### config.mk
export PLATFORM = sky130hd
export DESIGN_NAME = keypad_scanner
export DESIGN_NICKNAME = d
export VERILOG_FILES = /design/src/rtl/keypad_scanner.sv
export SDC_FILE = /design/constraint.sdc
export NUM_CORES = 1
export LEC_CHECK = 0
export ABC_AREA = 1
export BUFFER_PORTS_ARGS = -buffer_cell sky130_fd_sc_hd__buf_2
export CORE_MARGIN = 2
export CORE_UTILIZATION = 65
export DETAILED_ROUTE_END_ITERATION = 16
export GPL_TIMING_DRIVEN = 0
export PLACE_DENSITY = 0.83
export SLEW_MARGIN = 15
export SYNTH_ARGS = -nofsm -noshare
export SYNTH_HDL_FRONTEND = slang
export SYNTH_SLANG_ARGS = --single-unit
### constraint.sdc
create_clock -name clk -period 15.1 [get_ports clk]
set_clock_uncertainty 0.05 [all_clocks]
set_input_delay 0.755 -clock clk [delete_from_list [all_inputs] [get_ports clk]]
set_output_delay 0.755 -clock clk [all_outputs]
set_load 0.05 [all_outputs]
### src/rtl/keypad_scanner.sv
// Keypad matrix scanner: strobes rows one-hot, images the synchronised column
// returns into a frame, classifies each frame, debounces the result and
// presents single-key press events over a valid/ready handshake.
module keypad_scanner #(
   parameter int unsigned ROWS     = 4,
   parameter int unsigned COLS     = 4,
   parameter int unsigned SCAN_DIV = 1000,
   parameter int unsigned DEBOUNCE = 4,
   localparam int unsigned CODE_W  = $clog2(ROWS * COLS)
) (
   input  logic              clk,
   input  logic              rst,
   output logic [ROWS-1:0]   row_drive,
   input  logic [COLS-1:0]   col_sense,
   output logic [CODE_W-1:0] key_code,
   output logic              key_valid,
   input  logic              key_ready,
   output logic              multi_key,
   output logic              overrun
);

   localparam int unsigned KEYS  = ROWS * COLS;
   localparam int unsigned ROW_W = (ROWS > 1) ? $clog2(ROWS) : 1;
   localparam int unsigned DIV_W = $clog2(SCAN_DIV);
   localparam int unsigned DB_W  = $clog2(DEBOUNCE + 1);

   localparam logic [ROW_W-1:0] LAST_ROW   = ROW_W'(ROWS - 1);
   localparam logic [DIV_W-1:0] LAST_DWELL = DIV_W'(SCAN_DIV - 1);
   localparam logic [DB_W-1:0]  DB_TARGET  = DB_W'(DEBOUNCE);

   typedef enum logic {
      SCAN = 1'b0,
      EVAL = 1'b1
   } state_t;

   typedef enum logic [1:0] {
      RES_NONE   = 2'd0,
      RES_SINGLE = 2'd1,
      RES_MULTI  = 2'd2
   } res_t;

   state_t            state, state_nx;
   logic [ROW_W-1:0]  row_idx, row_nx;
   logic [DIV_W-1:0]  dwell, dwell_nx;
   logic [ROWS-1:0]   row_drive_nx;
   logic              sample;

   logic [COLS-1:0]   sync1, sync2;
   logic [KEYS-1:0]   frame;

   res_t              res_cls;
   logic [CODE_W-1:0] res_code;
   logic [1:0]        ones;
   logic [CODE_W-1:0] first_code;

   res_t              cand_cls, stable_cls;
   logic [CODE_W-1:0] cand_code, stable_code;
   logic [DB_W-1:0]   db_cnt, cnt_nx;
   logic              same_cand;
   logic              accept;
   logic              press;

   // Scan sequencer state register; row_drive is registered alongside it
   always_ff @(posedge clk) begin
      if (rst) begin
         state     <= SCAN;
         row_idx   <= '0;
         dwell     <= '0;
         row_drive <= ROWS'(1);
      end else begin
         state     <= state_nx;
         row_idx   <= row_nx;
         dwell     <= dwell_nx;
         row_drive <= row_drive_nx;
      end
   end

   // Next scan position, row strobe and frame-sample strobe
   always_comb begin
      state_nx     = state;
      row_nx       = row_idx;
      dwell_nx     = dwell + DIV_W'(1);
      sample       = 1'b0;
      row_drive_nx = '0;
      case (state)
         SCAN: begin
            if (dwell == LAST_DWELL) begin
               sample   = 1'b1;
               dwell_nx = '0;
               if (row_idx == LAST_ROW) begin
                  state_nx = EVAL;
                  row_nx   = '0;
               end else begin
                  row_nx = row_idx + ROW_W'(1);
               end
            end
         end
         EVAL: begin
            state_nx = SCAN;
            row_nx   = '0;
            dwell_nx = '0;
         end
         default: begin
            state_nx = SCAN;
            row_nx   = '0;
            dwell_nx = '0;
         end
      endcase
      for (int r = 0; r < ROWS; r++) begin
         row_drive_nx[r] = (state_nx == SCAN) && (row_nx == ROW_W'(r));
      end
   end

   // Classify the frame image: count closed keys (saturating at two), note the first
   always_comb begin
      ones       = 2'd0;
      first_code = '0;
      for (int i = 0; i < KEYS; i++) begin
         if (frame[i]) begin
            if (ones == 2'd0) first_code = CODE_W'(i);
            if (ones != 2'd2) ones = ones + 2'd1;
         end
      end
      res_cls  = RES_NONE;
      res_code = '0;
      if (ones == 2'd1) begin
         res_cls  = RES_SINGLE;
         res_code = first_code;
      end else if (ones == 2'd2) begin
         res_cls = RES_MULTI;
      end
   end

   // Debounce decision: a result becomes stable after DEBOUNCE identical frames
   always_comb begin
      same_cand = (res_cls == cand_cls) && (res_code == cand_code);
      cnt_nx    = DB_W'(1);
      if (same_cand) begin
         cnt_nx = (db_cnt == DB_TARGET) ? db_cnt : db_cnt + DB_W'(1);
      end
      accept = (state == EVAL) && (cnt_nx == DB_TARGET) &&
               ((res_cls != stable_cls) || (res_code != stable_code));
      press  = accept && (res_cls == RES_SINGLE);
   end

   // Column synchroniser, frame capture, debounce history and event handshake
   always_ff @(posedge clk) begin
      if (rst) begin
         sync1       <= '0;
         sync2       <= '0;
         frame       <= '0;
         cand_cls    <= RES_NONE;
         cand_code   <= '0;
         db_cnt      <= '0;
         stable_cls  <= RES_NONE;
         stable_code <= '0;
         multi_key   <= 1'b0;
         key_valid   <= 1'b0;
         key_code    <= '0;
         overrun     <= 1'b0;
      end else begin
         sync1   <= col_sense;
         sync2   <= sync1;
         overrun <= 1'b0;
         if (sample) begin
            for (int r = 0; r < ROWS; r++) begin
               if (row_idx == ROW_W'(r)) frame[r*COLS +: COLS] <= sync2;
            end
         end
         if (state == EVAL) begin
            cand_cls  <= res_cls;
            cand_code <= res_code;
            db_cnt    <= cnt_nx;
         end
         if (accept) begin
            stable_cls  <= res_cls;
            stable_code <= res_code;
            multi_key   <= (res_cls == RES_MULTI);
         end
         if (press) begin
            if (!key_valid || key_ready) begin
               key_valid <= 1'b1;
               key_code  <= res_code;
            end else begin
               overrun <= 1'b1;
            end
         end else if (key_valid && key_ready) begin
            key_valid <= 1'b0;
         end
      end
   end

endmodule

[After elaboration in Yosys (flattened, before gate mapping)]
Cells that the tools add are included.
Cells by class
  bitwise logic cells: 3
  muxes and demuxes: 80
  reduce and logical (&&, ||, !) cells: 37
  equal/unequal tests: 33
  $add $sub $neg: 18
Operator list (count)
  $mux 4: 29
  $mux 2: 34
  $logic_not 2->1: 17
  $add 2x1->2 const B: 16
  $ne 2x2->1 const B: 15
  $pmux 10 s2: 1
  $eq 2x2->1 const B: 6
  $reduce_and 2->1: 6
  $mux 1: 11
  $add 10x1->10 const B: 1
  $eq 10x10->1 const B: 1
  $mux 10: 1
  $logic_and 1x1->1: 9
  $eq 2x1->1 const B: 4
  $eq 3x3->1 const B: 2
  $mux 3: 2
  $eq 4x4->1: 1
  $ne 4x4->1: 1
  $pmux 2 s2: 1
  $add 3x1->3 const B: 1
  $not 1->1: 3
  $eq 2x2->1: 1
  $logic_or 1x1->1: 2
  $ne 2x1->1 const B: 1
  other kinds (5): 5
Word-level totals
  register bits: 63
  input bits: 7

[Logic depth before layout (Yosys ltp)]
Gate-level depths: netlist of the first run.
  depth after elaboration: 58
  gate-level depth with buffers: 54
  mapped depth without buffers: 54

[Worst setup path before layout of the first run]
OpenSTA, ideal clock, no wires.
  kind: flip-flop to flip-flop
  start point: reg frame[0]
  end point: reg key_code[1]
  arrival: 4622 ps
  path slack: 10359 ps
  required time: 14980 ps
  setup time: 70 ps
  stages on the path, launching flop included: 48
  cells stage by stage: dfxtp_1 -> inv_1 -> ha_1 -> nand2_2 -> nand2_2 -> nand2_1 -> nand2_1 -> nor2_1 -> nand2_2 -> nand2_1 -> nand2_1 -> nand3_2 -> nand3_1 -> nand2_2 -> nand2_1 -> nand2_1 -> nor2_4 -> nor2_4 -> [12 not listed] -> nand2_2 -> nand2_2 -> nand4_2 -> nand2_2 -> nand2_1 -> nand2_2 -> nand2_4 -> nor2_8 -> nand2_1 -> nand2_1 -> nand2_1 -> nor2_4 -> nand3_4 -> nor2_8 -> nand3_4 -> nor2_4 -> nand3_1 -> a21oi_1
Between the ends
  cells in the longest elaborated chain, start to end: 57
  elaborated cells on any way between the ends: 124
  those cells by class: 15 x add/sub; 23 x eq/ne; 65 x mux; 21 x reduce/logical
RTL lines
  from (decl): RTL line 49  | logic [KEYS-1:0] frame;
  from (signal, indexed assignment): RTL line 167  | if (row_idx == ROW_W'(r)) frame[r*COLS +: COLS] <= sync2;
  $mux 1 *: RTL line 119  | if (frame[i]) begin
  $add 2x1->2 / $ne 2x2->1 (equally long branches): RTL line 121  | if (ones != 2'd2) ones = ones + 2'd1;
  $mux 2: RTL line 121
  $mux 2: RTL line 119
  $add 2x1->2 / $ne 2x2->1 (equally long branches): RTL line 121
  $mux 2: RTL line 121
  $mux 2: RTL line 119
  $add 2x1->2 / $ne 2x2->1 (equally long branches): RTL line 121
  [40 not listed]
  $mux 2: RTL line 126  | if (ones == 2'd1) begin
  $eq 2x2->1: RTL line 136  | same_cand = (res_cls == cand_cls) && (res_code == cand_code);
  $logic_and 1x1->1: RTL line 136
  $mux 3: RTL line 138  | if (same_cand) begin
  $eq 3x3->1: RTL line 141  | accept = (state == EVAL) && (cnt_nx == DB_TARGET) &&
  $logic_and 1x1->1 (2 in a row): RTL line 141
  $logic_and 1x1->1: RTL line 143  | press = accept && (res_cls == RES_SINGLE);
  $reduce_and 2->1 (no line)
  to (signal assigned): RTL line 183  | key_code <= res_code;
  to (decl): RTL line 15  | output logic [CODE_W-1:0] key_code,
Every way passes the cells marked *; elsewhere a longest branch is shown, timed or not.
A chain may end at the register's enable or synchronous reset.

[Worst setup path after layout of the first run]
  start point: reg frame[0]
  end point: reg key_code[2]
Same word-level chain as after synthesis.

==> metrics.md, run 1 <==
| Metric | Value |
|---|---|
| Core area | 6390 um2 |
| Max Slew Vio Count | 0 |
| Clock sink total | 62 |
| Area Overhead vs Synth | 9.19% |
| Area of the multi-input gates | ~2600 um2 |
| Comb power frac | approximately 2.0% |
| Post-CTS Resized | 0 |
| Family with the most delay on the worst path | simple AND/OR/NAND/NOR gates |
| Compound-Gate Fraction of Synth Area | between 10% and 20% |
| Cells after Synth | 673 |
| WL per Instance | approximately 11 um |
| Filler Cells Inserted | 545 |
| Critical path peak fanout | 10 |
| Vias in the first global route | 3953 |
| Setup TNS | 0 ns |
| CP required | 15.32 ns |
| Ys Warns | 0 |
| First-pass GRT wire length | 16.2 mm |
| FF+latch count, synth | 62 |
| Crit share post-route | between 30% and 40% |
| First-pass DRT Iterations | 5 |
| PnR worst setup slack | between 9 and 10 ns |
| Final setup fails | 0 |
| Tmin final | 5.57 ns |
| CTS Hold Bufs | 0 |
| Die X | 85.4 um |
| Post-Synth Simple-Gate Area | 44.8% |
| DR vias/cell | 5.36 |
| Hold depth | 2 |
| Critical path buffer and inverter count | 3 |
| Reg2reg start | frame[0] |
| Mapped cell area | 4300 um2 |
| Worst setup SP type | flip-flop |
| Sw frac | 20.4% |
| Pwr dens | ~71 nW/um2 |
| Die Ht | 85.4 um |
| Sequential group share of total power | 49.9% |
| R2R cell count | 47 |
| Post-synthesis mux area share | 0% |
| Via count | 4194 |
| Clock tree buffer depth | 2 |
| Max-slew headroom | between 60% and 70% |
| Initial antenna violation count | 0 |
| Drt first-iter violations | 188 |
| Die area | 7280 um2 |
| P_leak | 0.00223 uW |
| Cell Int Power | 264 uW |
| Most frequent CP cell | nand2_1 |
| Num CTS Buffers | 9 |
| Slowest stage delay, CP | 0.38 ns |
| RePlAce Congestion | approximately 0.90 |
| Max-cap violation count | 0 |
| WHS Endpoint | sync2[3] |
| Hold Path Class | flip-flop to flip-flop |
| Overall Global Routing Usage | 26.5% |
| Worst Setup End Kind | flip-flop |
| Largest net degree at the start of global routing | 11 |
| Synth unique cells | 40 |
| I/O pins | 18 |
| Largest family of logic cells by synthesized area | simple AND/OR/NAND/NOR gates |
| Clk_lat worst skew | 0.34 ns |
| Sw power | 67.9 uW |
| TritonCTS clock tree | done |
| Root buf cell | clkbuf_8 |
| Worst path arrival time | 5.79 ns |
| Hold Startpoint | sync1[3] |
| Setup Fix Bufs, Post-CTS | 0 |
| Post-Syn Nets | ~700 |
| Ant diodes | 0 |
| Slowest-stage cell, CP | dfxtp_1 |
| Final hold vios | 0 |
| Seq/Total Area, Yosys | 28.9% |
| Adder-Cell Fraction of Synth Area | 3.49% |
| Slew @ Worst Pin | 0.555 ns |
| Register area | 1240 um2 |
| Highest Clock Rate | 180 MHz |
| Reg2Reg Capture Point | key_code[2] |
| DP HPWL | around 7 mm |
| Port-buffer cells | 17 |
| Layout Nets | about 700 |
| Post-Synth XOR/XNOR Area | 0.611% |
| Clk pwr share | 48.1% |
| Pre-CTS WS | between 9 and 10 ns |
| Rows | 29 |
| Final wirelength | slightly below 9 mm |
| RSZ-0062 raised after global routing | no |
| Share of cells above drive strength 1 | 16.7% |
| DR DRC count | 0 |
| Max rail drop VDD | 0.0760 mV |
| Post-DRT Antenna Nets | 0 |
| R2R setup slack | 9.53 ns |
| Outcome | complete, no violations |
| Syn_area_per_cell | 6.39 um2 |
| H-tree levels | 3 |
| WHS | 0.354 ns |
| CP Class | flip-flop to flip-flop |
| GRT Residual Overflow | 0 |
| Starting Density | 67.4% |
| Clk slew on worst S/H paths | 0.07 ns |
## cell usage in the layout (no fill, tap or decap), types with 7 or more instances in the layout
cell type,instances
buf_2,19
a21oi_1,45
nand3_1,74
clkbuf_8,10
inv_1,87
nor2_1,49
nor3_1,14
nand3_2,10
nand2_1,182
ha_1,12
nand2_2,38
inv_2,7
o21ai_0,31
clkbuf_1,7
dfxtp_1,62
## cell usage after synthesis
cell,instances,area [um2]
o21ai_4,1,16.3
buf_6,1,11.3
nand4_2,3,37.5
xor2_1,3,26.3
nor2_8,2,40.0
dfxtp_1,62,1240
clkbuf_1,5,18.8
a22oi_1,2,15.0
a21oi_2,1,8.76
o21ai_2,2,17.5
nor3_2,1,10.0
a31oi_1,1,6.26
nand4_1,5,31.3
o21a_1,1,7.51
nor2_2,3,18.8
a21oi_1,45,225
a21oi_4,1,16.3
inv_2,7,26.3
nand3_1,74,370
o21ai_1,2,10.0
ha_1,12,150
nor3_1,14,70.1
inv_4,1,6.26
a211oi_1,2,15.0
nand2_1,182,683
nand2_2,38,238
or2_0,1,6.26
nand3_2,10,100
nor3b_1,1,7.51
nor2_1,49,184
clkinv_1,3,11.3
and2_1,1,6.26
nand3_4,2,35.0
nor2_4,6,67.6
o21ai_0,31,155
buf_4,5,37.5
inv_1,87,327
buf_2,2,10.0
nand2_4,2,22.5
o21bai_1,2,15.0
## power by group through the flow
| stage | registers, uW | clock network (uW) | logic [uW] |
|---|---|---|---|
| after global routing | 166 | 168 | 7.90 |
| after floorplan | 169 | 0 | 4.34 |
| after detailed placement | 169 | 0 | 6.64 |
| after global placement | 169 | 0 | 6.48 |
| after CTS | 166 | 161 | 6.70 |
| final | 166 | 160 | 6.69 |
## worst min-delay path: stages (launching register included)
cell and delay, ns:
dfxtp_1 0.30, inv_1 0.04, nor2_1 0.03
## cell families (layout without fill, tap and decap cells)
family	after synthesis	count (layout)
buf+inv	111	143
simple gates	394	394
flops	62	62
xor+xnor	3	3
compound gates	91	91
fa+ha+maj	12	12
## flip-flops by register name (all words and copies together) (netlist names)
name / flops
cand_cls: 2
cand_code: 4
db_cnt: 3
dwell: 10
frame: 16
key_code: 4
key_valid: 1
multi_key: 1
overrun: 1
row_drive: 4
row_idx: 2
stable_cls: 1
stable_code: 4
state: 1
sync1: 4
sync2: 4
## through the flow
step / utilization (%) / instance area [um2] / total power, uW / std cells
4_1_cts: 73.6 / 4700 / 334 / 782
6_report: 73.6 / 4700 / 332 / 782
5_1_grt: 73.6 / 4700 / 341 / 782
2_1_floorplan: - / 4300 / 174 / 673
3_3_place_gp: 70.2 / 4480 / 176 / 767
3_5_place_dp: 70.2 / 4480 / 176 / 767
## how the worst max path moves through the flow
| stage | from | to | slack, ns | depth (start not counted) |
|---|---|---|---|---|
| 4_1_cts | frame[0] | key_code[3] | 9.58 | 49 |
| 3_5_place_dp | frame[0] | key_code[2] | 9.59 | 47 |
| 3_3_place_gp | frame[0] | key_code[3] | 9.77 | 46 |
| 6_report | frame[0] | key_code[2] | 9.53 | 47 |
| 2_1_floorplan | frame[0] | key_code[1] | 10.36 | 47 |
| 5_1_grt | frame[1] | key_code[0] | 8.67 | 53 |
## cell type report
type                            instances  area share, %
Sequential cell                        62           26.4
Clock inverter                          3           1.47
Multi-Input combinational cell        500           55.6
Clock buffer                           12           3.09
Tap cell                               77           2.05
Buffer                                 13           1.65
Inverter                               98           7.88
Timing Repair Buffer                   17           1.81
## metal layers
metal	up-vias	GRT usage, %	part of all wire, %
met5	-	0	0
met4	0	11.4	1.5
met3	10	2.43	3.3
met2	68	47.1	50
met1	1908	32.5	45
li1	2208	-	-
(Power assumes the default switching activity.)
==> run 2, diff against run 1 <==
--- a/config.mk
+++ b/config.mk
@@ -8,10 +8,10 @@
 export ABC_AREA = 1
 export BUFFER_PORTS_ARGS = -buffer_cell sky130_fd_sc_hd__buf_2
 export CORE_MARGIN = 2
-export CORE_UTILIZATION = 65
+export CORE_UTILIZATION = 56
 export DETAILED_ROUTE_END_ITERATION = 16
 export GPL_TIMING_DRIVEN = 0
-export PLACE_DENSITY = 0.83
+export PLACE_DENSITY = 0.76
 export SLEW_MARGIN = 15
 export SYNTH_ARGS = -nofsm -noshare
 export SYNTH_HDL_FRONTEND = slang
==> constraint.sdc (replaced) <==
create_clock -name clk -period 4.5 [get_ports clk]
set_clock_uncertainty 0.05 [all_clocks]
set_input_delay 0.225 -clock clk [delete_from_list [all_inputs] [get_ports clk]]
set_output_delay 0.225 -clock clk [all_outputs]
set_load 0.05 [all_outputs]
==> run 2 against run 1 <==
Sequential power rose to 3.3 times the previous value. Power rose to 3.4 times the previous value. Worst hold slack worse by 0.33 ns. Combinational power rose to 3.6 times the previous value. Die area increased by 15%. Final cell count up 12%. Sequential share of layout area shrank 7.4 points. Final area is 40% higher. The run now ends with negative setup slack left. Count of clock-buffer cells in the layout fell by 3. Register-to-register slack got worse by 11 ns. First-iteration DRC count grew to 3.1 times the previous value.
==> metrics.md, run 2 (synthesis gave the netlist of run 1 again) <==
| Metric | Value |
|---|---|
| P_leak | 0.00286 uW |
| Rows | 31 |
| TritonCTS clock tree | done |
| Regs by FF count | frame x16, dwell x10 |
| Final hold vios | 0 |
| Layout Nets | slightly below 800 |
| Starting Density | 58.7% |
| Clock sink total | 62 |
| Pre-CTS WS | -0.907 ns |
| Initial antenna violation count | 0 |
| DR DRC count | 0 |
| First-pass DRT Iterations | 9 |
| Die area | 8400 um2 |
| Hold Path Class | primary input to flip-flop |
| Top sig layer | met4 |
| Vias in the first global route | 4544 |
| DR vias/cell | roughly 6 |
| PnR worst setup slack | -1.45 ns |
| Max reg flops | 16 |
| Setup TNS | -22.42 ns |
| H-tree levels | 3 |
| Die X | 91.6 um |
| CP Class | flip-flop to flip-flop |
| Max-cap violation count | 0 |
| Most frequent CP cell | nand2_4 |
| Most frequent cells in the layout | nand2_1, inv_1, buf_4, nand2_2, nand2_4 |
| Share of cells above drive strength 1 | 48.1% |
| Slew @ Worst Pin | between 0.7 and 0.8 ns |
| Critical path peak fanout | 8 |
| WL met2 | about 8.1 mm |
| GRT Residual Overflow | 0 |
| Worst setup SP type | flip-flop |
| Max Slew Vio Count | 0 |
| Slowest stage delay, CP | 0.38 ns |
| WL per Instance | 18.8 um |
| DP HPWL | 7.04 mm |
| Slowest-stage cell, CP | dfxtp_4 |
| Largest net degree at the start of global routing | 13 |
| CP required | 4.69 ns |
| I/O pins | 18 |
| First-pass GRT wire length | ~20 mm |
| Worst Setup End Kind | flip-flop |
| Finished layout cell area | 6590 um2 |
| Post-DRT Antenna Nets | 0 |
| RePlAce Congestion | 0.888 |
| Ant diodes | 0 |
| Tmin final | 5.95 ns |
| Failing checks | negative setup slack |
| Metal3 WL | 1.42 mm |
| Final wirelength | approximately 16 mm |
| Highest Clock Rate | 168 MHz |
| RSZ-0062 raised after global routing | yes |
| Pwr dens | 171 nW/um2 |
| Crit share post-route | 132% |
| Worst path arrival time | 6.14 ns |
| Final setup fails | 21 |
| Finished Layout Cells | 872 |
| Routed metal-1 wire length | around 5.8 mm |
| Overall Global Routing Usage | 28.3% |
| Placed cell area | 4610 um2 |
| Clk_lat worst skew | 0.35 ns |
| Inst Count DP | between 700 and 800 |
| Clock tree buffer depth | 2 |
| Num CTS Buffers | 9 |
| Outcome | complete, but fails checks |
| Die Ht | between 90 and 100 um |
| Max-slew headroom | 50.1% |
| Drt first-iter violations | between 500 and 600 |
| Via count | 5289 |
| Area Overhead vs Synth | 53.2% |
| Root buf cell | clkbuf_8 |
| Reg with most FFs | frame |
| Clk slew on worst S/H paths | around 0.08 ns |
| Max rail drop VDD | 0.260 mV |
| Port-buffer cells | 17 |
| Commonest non-fill, non-tap cell in the layout | nand2_1 |
| Core area | 7330 um2 |
## run 2: cell types whose count changed in the layout (fill, tap and decap cells not counted), moves of 11 or more
cell,change
nand3_1,-43
buf_4,+62
nand2_1,-101
inv_1,-11
nand2_2,+29
nand2_8,+13
nand3_2,+23
nand3_4,+20
nand2_4,+59
## run 2: repair_timing
action                     4_1_cts  5_1_grt
resized for setup               82      214
pin swaps                       72       93
cloned                           1        0
setup endpoints to repair       16       21
hold buffers                     0        0
hold endpoints to repair         0        0
setup buffers                   49       17
## run 2: worst max-delay path, delay by kind of cell, from the launching register on
family,cells,cell delay [ns]
buffers and inverters,8,0.76
DFF,1,0.38
adders and majority gates,1,0.26
AOI/OAI and AO/OA,2,0.23
and+or+nand+nor,38,4.11
## run 2: path summary, 6_finish.rpt
path | from | end | slack, ns | cells after the start
setup / recovery | frame[0] | stable_cls[0] | -1.45 | 49
hold / removal | col_sense[2] | sync1[2] | 0.03 | 3
setup reg to reg | frame[0] | stable_cls[0] | -1.45 | 49
hold reg to reg | sync1[3] | sync2[3] | 0.36 | 2
## run 2: cell type report
cell class              instances  area (um2)
fillers                       302         742
multi-input cells             501        3930
clock inverters                 7        96.3
clock buffers                   9         124
plain buffers                  13        77.6
inverters                      98         394
well taps                      99         124
flip-flops and latches         62        1250
repair buffers                 83         596
## run 2: per-stage QoR
stage | power (uW) | util (%) | hold WS, ns
floorplan | 583 | - | 0.253
global placement | 590 | 62.9 | 0.344
detailed placement | 592 | 62.9 | 0.349
CTS | 1120 | 75.5 | 0.0217
global route | 1150 | 89.9 | 0.0321
finish | 1130 | 89.9 | 0.0281
## run 2: layer usage
metal	up-vias	global-route usage [%]
met2	376	50.6
met5	-	0
met4	0	15.7
met1	2448	31.9
met3	122	4.52
li1	2343	-
## run 2: report_power, final
part           switching [uW]  internal [uW]
combinational            16.4           7.44
clock                     237            313
sequential               2.34            552
total                     256            873
